<file path="src/rtl/lsu_stage.sv">
// lsu_stage: memory-access stage between exe and writeback.
// One op in flight at a time over an aligned 8-byte valid/ready data bus.
module lsu_stage #(
    parameter int ADDR_W = 64,
    parameter int DATA_W = 64
) (
    input  logic              clk,
    input  logic              rst,
    input  logic              in_valid,
    output logic              in_ready,
    input  logic              in_is_load,
    input  logic              in_is_store,
    input  logic [1:0]        in_size,
    input  logic              in_unsigned,
    input  logic [ADDR_W-1:0] in_addr,
    input  logic [DATA_W-1:0] in_wdata,
    input  logic [DATA_W-1:0] in_alu_result,
    input  logic [4:0]        in_rd,
    output logic              mem_req_valid,
    input  logic              mem_req_ready,
    output logic              mem_req_we,
    output logic [ADDR_W-1:0] mem_req_addr,
    output logic [DATA_W-1:0] mem_req_wdata,
    output logic [7:0]        mem_req_wmask,
    input  logic              mem_resp_valid,
    input  logic [DATA_W-1:0] mem_resp_rdata,
    output logic              wb_valid,
    output logic              wb_wen,
    output logic [4:0]        wb_rd,
    output logic [DATA_W-1:0] wb_data,
    output logic              misalign_err
);
    typedef enum logic [1:0] {IDLE, REQ, RESP, WB} state_e;

    state_e            state_q, state_d;
    logic              rdy_q, rdy_d;
    logic              ld_q, ld_d;
    logic              uns_q, uns_d;
    logic              err_q, err_d;
    logic [1:0]        size_q, size_d;
    logic [2:0]        off_q, off_d;
    logic [4:0]        rd_q, rd_d;
    logic              req_we_q, req_we_d;
    logic [ADDR_W-1:0] req_addr_q, req_addr_d;
    logic [DATA_W-1:0] req_wdata_q, req_wdata_d;
    logic [7:0]        req_wmask_q, req_wmask_d;
    logic              wb_wen_q, wb_wen_d;
    logic [4:0]        wb_rd_q, wb_rd_d;
    logic [DATA_W-1:0] wb_data_q, wb_data_d;

    logic              is_ld, is_st, misal;
    logic [7:0]        lanes;
    logic [DATA_W-1:0] sh, ext;

    // both flags set is treated as a load
    assign is_ld = in_is_load;
    assign is_st = in_is_store & ~in_is_load;

    always_comb begin
        misal = 1'b0;
        lanes = 8'h01;
        unique case (in_size)
            2'b00: begin misal = 1'b0;            lanes = 8'h01; end
            2'b01: begin misal = in_addr[0];      lanes = 8'h03; end
            2'b10: begin misal = |in_addr[1:0];   lanes = 8'h0F; end
            2'b11: begin misal = |in_addr[2:0];   lanes = 8'hFF; end
        endcase
    end

    assign sh = mem_resp_rdata >> {off_q, 3'b000};

    always_comb begin
        ext = sh;
        unique case (size_q)
            2'b00: ext = {{56{~uns_q & sh[7]}}, sh[7:0]};
            2'b01: ext = {{48{~uns_q & sh[15]}}, sh[15:0]};
            2'b10: ext = {{32{~uns_q & sh[31]}}, sh[31:0]};
            2'b11: ext = sh;
        endcase
    end

    always_comb begin
        state_d     = state_q;
        ld_d        = ld_q;
        uns_d       = uns_q;
        err_d       = err_q;
        size_d      = size_q;
        off_d       = off_q;
        rd_d        = rd_q;
        req_we_d    = req_we_q;
        req_addr_d  = req_addr_q;
        req_wdata_d = req_wdata_q;
        req_wmask_d = req_wmask_q;
        wb_wen_d    = wb_wen_q;
        wb_rd_d     = wb_rd_q;
        wb_data_d   = wb_data_q;
        unique case (state_q)
            IDLE: if (in_valid && rdy_q) begin
                ld_d        = is_ld;
                uns_d       = in_unsigned;
                size_d      = in_size;
                off_d       = in_addr[2:0];
                rd_d        = in_rd;
                err_d       = (is_ld | is_st) & misal;
                req_we_d    = is_st;
                req_addr_d  = {in_addr[ADDR_W-1:3], 3'b000};
                req_wmask_d = is_st ? lanes << in_addr[2:0] : 8'h00;
                req_wdata_d = is_st ? in_wdata << {in_addr[2:0], 3'b000} : '0;
                if (!(is_ld || is_st)) begin
                    state_d   = WB;
                    wb_wen_d  = (in_rd != 5'd0);
                    wb_rd_d   = in_rd;
                    wb_data_d = in_alu_result;
                end else if (misal) begin
                    state_d   = WB;
                    wb_wen_d  = 1'b0;
                    wb_rd_d   = in_rd;
                    wb_data_d = '0;
                end else begin
                    state_d = REQ;
                end
            end
            REQ: if (mem_req_ready) state_d = RESP;
            RESP: if (mem_resp_valid) begin
                state_d   = WB;
                wb_wen_d  = ld_q && (rd_q != 5'd0);
                wb_rd_d   = rd_q;
                wb_data_d = ld_q ? ext : '0;
            end
            WB: state_d = IDLE;
            default: state_d = IDLE;
        endcase
        rdy_d = (state_d == IDLE);
    end

    always_ff @(posedge clk or negedge rst) begin
        if (!rst) begin
            state_q     <= IDLE;
            rdy_q       <= 1'b0;
            ld_q        <= 1'b0;
            uns_q       <= 1'b0;
            err_q       <= 1'b0;
            size_q      <= 2'b00;
            off_q       <= 3'b000;
            rd_q        <= 5'd0;
            req_we_q    <= 1'b0;
            req_addr_q  <= '0;
            req_wdata_q <= '0;
            req_wmask_q <= 8'h00;
            wb_wen_q    <= 1'b0;
            wb_rd_q     <= 5'd0;
            wb_data_q   <= '0;
        end else begin
            state_q     <= state_d;
            rdy_q       <= rdy_d;
            ld_q        <= ld_d;
            uns_q       <= uns_d;
            err_q       <= err_d;
            size_q      <= size_d;
            off_q       <= off_d;
            rd_q        <= rd_d;
            req_we_q    <= req_we_d;
            req_addr_q  <= req_addr_d;
            req_wdata_q <= req_wdata_d;
            req_wmask_q <= req_wmask_d;
            wb_wen_q    <= wb_wen_d;
            wb_rd_q     <= wb_rd_d;
            wb_data_q   <= wb_data_d;
        end
    end

    assign in_ready      = rdy_q;
    assign mem_req_valid = (state_q == REQ);
    assign mem_req_we    = req_we_q;
    assign mem_req_addr  = req_addr_q;
    assign mem_req_wdata = req_wdata_q;
    assign mem_req_wmask = req_wmask_q;
    assign wb_valid      = (state_q == WB);
    assign wb_wen        = wb_wen_q;
    assign wb_rd         = wb_rd_q;
    assign wb_data       = wb_data_q;
    assign misalign_err  = wb_valid & err_q;

endmodule

</file>
<file path="config.mk">
export PLATFORM = sky130hd
export DESIGN_NAME = lsu_stage
export DESIGN_NICKNAME = d
export VERILOG_FILES = /design/src/rtl/lsu_stage.sv
export SDC_FILE = /design/constraint.sdc
export NUM_CORES = 1
export LEC_CHECK = 0
export BUFFER_PORTS_ARGS = -buffer_cell sky130_fd_sc_hd__clkbuf_2
export CAP_MARGIN = 10
export CORE_UTILIZATION = 35
export DETAILED_ROUTE_END_ITERATION = 7
export SLEW_MARGIN = 20
export SYNTH_ARGS = -nofsm -noshare
export SYNTH_HDL_FRONTEND = slang
export SYNTH_SLANG_ARGS = --single-unit
</file>
<file path="constraint.sdc">
create_clock -name clk -period 3.12 [get_ports clk]
set_input_delay 0.624 -clock clk [delete_from_list [all_inputs] [get_ports clk]]
set_output_delay 0.624 -clock clk [all_outputs]
set_load 0.02 [all_outputs]
</file>
==> reports/qor.csv <==
metric,value,unit
status,"complete, no violations",
required,3.59,ns
critical_path_buf_inv_count,1,
crit_fanout,62,
synthesis.area,12200,µm²
placed_cell_area,15100,µm²
powerDensity,986,nW/µm²
hold_violations,0,
cp-end-kind,flip-flop,
maxSlewViolCount,0,
post_drt_wl_per_cell,22.3,µm
grt.overflow.total,0,
numCtsBuffers,25,
place.port_buffers,478,
rsz0062_at_grt,false,
finalCriticalPeriod,2.47,ns
num-fill-cells,3288,
setup_tns,0,ns
syn_inst,1176,
final_cell_area,15900,µm²
syn2layout_area_growth,30.0,%
synth-main-ff-cell,dfrtp_1,
crit_arrival,2.94,ns
antenna_found_initial,0,
final_cells,2073,
synth-seq-cells,220,
drtIter0Drc,620,
drv_cap,0,
n_antenna_cell,0,
dpl.cell_count,2029,
cp_slowest_cell,buf_4,
insertion_delay,0.54,ns
synthAdderAreaFrac,0,
crit_family,simple AND/OR/NAND/NOR gates,
worstSetupPathType,flip-flop to flip-flop,
r2r_start,off_q[0]$_DFFE_PN0P_,
period_share,0.792,
grt_pass1_wl,69200,µm
syn_avg_cell_area,10.4,µm²
yosys_warnings,0,
ir_worst_vdd,0.559,mV
gp_congestion,0.956,
synth_edf_count,0,
synth-seq-area-share,0.449,
cts.clk_slew.worst_paths,0.07,ns
synth_area_leaders,"dfrtp_1 (45%), mux2i_1 (10%), mux2_2 (7.1%)",
clock-sinks,220,
critPathLaunchType,flip-flop,
synth_xor_xnor_area_share,0,
cts_tree,yes,
cts-root-buf,clkbuf_16,
r2r_setup_slack,0.65,ns
htree_levels,1,
vias_per_cell,5.45,
synth_compound_area_frac,0.177,
die_area,35700,µm²
grt_pass1_vias,11400,
wirelength,46200,µm
hold_path.class,input pin to async pin,
fin_nets,1872,
final_core_utilization,0.462,
cts_setup_buffers,0,
ys_types,54,
async_flop_share,1.00,
synth_top_family_by_area,multiplexers,
core_area,34500,µm²
io_pins,482,
skew,0.0167,ns
relSlewSlack,0.369,
die_w,189,µm
tightest_slew,0.946,ns
p_leak,7.91,nW
ff2ff_path_depth,6,
synthMuxAreaShare,0.211,
place_hpwl,35400,µm
setup_violations,0,
drc_errors,0,
yosysTopAreaCellShare,0.449,
antenna_left,0,
synth.most_common_cell,dfrtp_1,
first_pass_iters,7,
crit_cells,6,
cts_resized,0,
initial_utilization,0.355,
grt_max_degree,86,
clock.fmax,405,MHz
vias,11300,
synth_largest_area_cell,dfrtp_1,
hold_buffers,0,
path_cells,buf_4 > nor2b_1 > o2bb2ai_1 > nand2_1 > a31o_2 > a21oi_1,
final_layout_size_suffix_gt1_frac,0.418,
synthSimpleGateAreaFrac,0.118,
track_usage,0.251,
rows,68,
timing.rr.end,wb_data[11]$_DFFE_PN0P_,
die_h,189,µm
synth_top_cells_by_count,"dfrtp_1 (220), nand2_1 (158), mux2i_1 (122)",
cpPeakStageDelay,0.59,ns
clock_path_buffers,3,
-- placed cells by master, fill, tap and decap left out, types with 9 or more instances in the layout --
cell / Yosys / routed
mux4_2: 22 / 22
mux2_2: 77 / 77
dfrtp_1: 220 / 218
a21oi_1: 49 / 49
a211oi_1: 18 / 18
o2bb2ai_1: 11 / 11
a221o_1: 30 / 30
o21ai_0: 73 / 73
nand3_1: 30 / 30
o22ai_1: 15 / 14
nor2b_1: 14 / 14
nor2_1: 34 / 34
o22a_1: 20 / 19
a22o_1: 34 / 34
mux2i_1: 122 / 122
buf_4: 6 / 26
o21ai_1: 10 / 9
nand2b_1: 19 / 19
and3_1: 31 / 31
clkbuf_2: 0 / 476
nand2_1: 158 / 158
clkbuf_16: 0 / 25
-- power breakdown --
group	total [mW]	leakage, nW	switching, mW	internal (mW)
Combinational	7.82	4.68	4.82	3.00
Sequential	4.89	2.82	0.825	4.06
Clock	2.98	0.407	1.23	1.75
Total	15.7	7.91	6.88	8.82
-- worst max-delay path by stage --
stage / to / slack [ns] / startpoint
2_1_floorplan: wb_data[32]$_DFFE_PN0P_ / 0.87 / in_size[0]
3_3_place_gp: wb_data[10]$_DFFE_PN0P_ / 0.57 / in_addr[1]
3_5_place_dp: wb_data[30]$_DFFE_PN0P_ / 0.53 / mem_resp_rdata[63]
4_1_cts: wb_data[11]$_DFFE_PN0P_ / 0.67 / off_q[0]$_DFFE_PN0P_
5_1_grt: wb_data[11]$_DFFE_PN0P_ / 0.50 / off_q[0]$_DFFE_PN0P_
6_report: wb_data[11]$_DFFE_PN0P_ / 0.65 / off_q[0]$_DFFE_PN0P_
-- registers in the layout, indices dropped and copies added (netlist names), 2 cells and up --
signal / cells
wb_data: 64
rd_q: 5
off_q: 3
size_q: 2
mem_req_wmask: 8
wb_rd: 5
mem_req_wdata: 64
state_q: 2
mem_req_addr: 61
-- cell type report --
cell class                 count  area [µm²]  share of cell area
inverter                       3        11.3            0.000707
sequential                   220        5510               0.346
clock inverter                12         123             0.00770
clock buffer                  32         702              0.0441
tap                          455         569              0.0358
multi-input combinational    840        6250               0.393
timing repair buffer         511        2750               0.173
-- per-layer routing --
layer / part of all wire / global-route usage / vias to the layer above
met5: 0 / 0 / -
li1: - / - / 5198
met3: 0.084 / 0.0580 / 90
met4: 0.040 / 0.101 / 0
met2: 0.50 / 0.441 / 522
met1: 0.38 / 0.294 / 5480
-- logic make-up after synthesis --
kind of cell / after synthesis
AOI/OAI and AO/OA: 307
buffers and inverters: 118
muxes: 221
other: 1
and+or+nand+nor: 309
DFF: 220
-- through the flow --
step	total power [mW]	hold slack (ns)	worst slack, ns
after floorplan	9.93	0.328	0.873
after global placement	12.7	0.461	0.570
after detailed placement	12.8	0.461	0.527
after global routing	16.6	0.112	0.502
after CTS	15.8	0.0684	0.670
final	15.7	0.0752	0.650
Note: power is estimated with default switching activity, not from simulation.
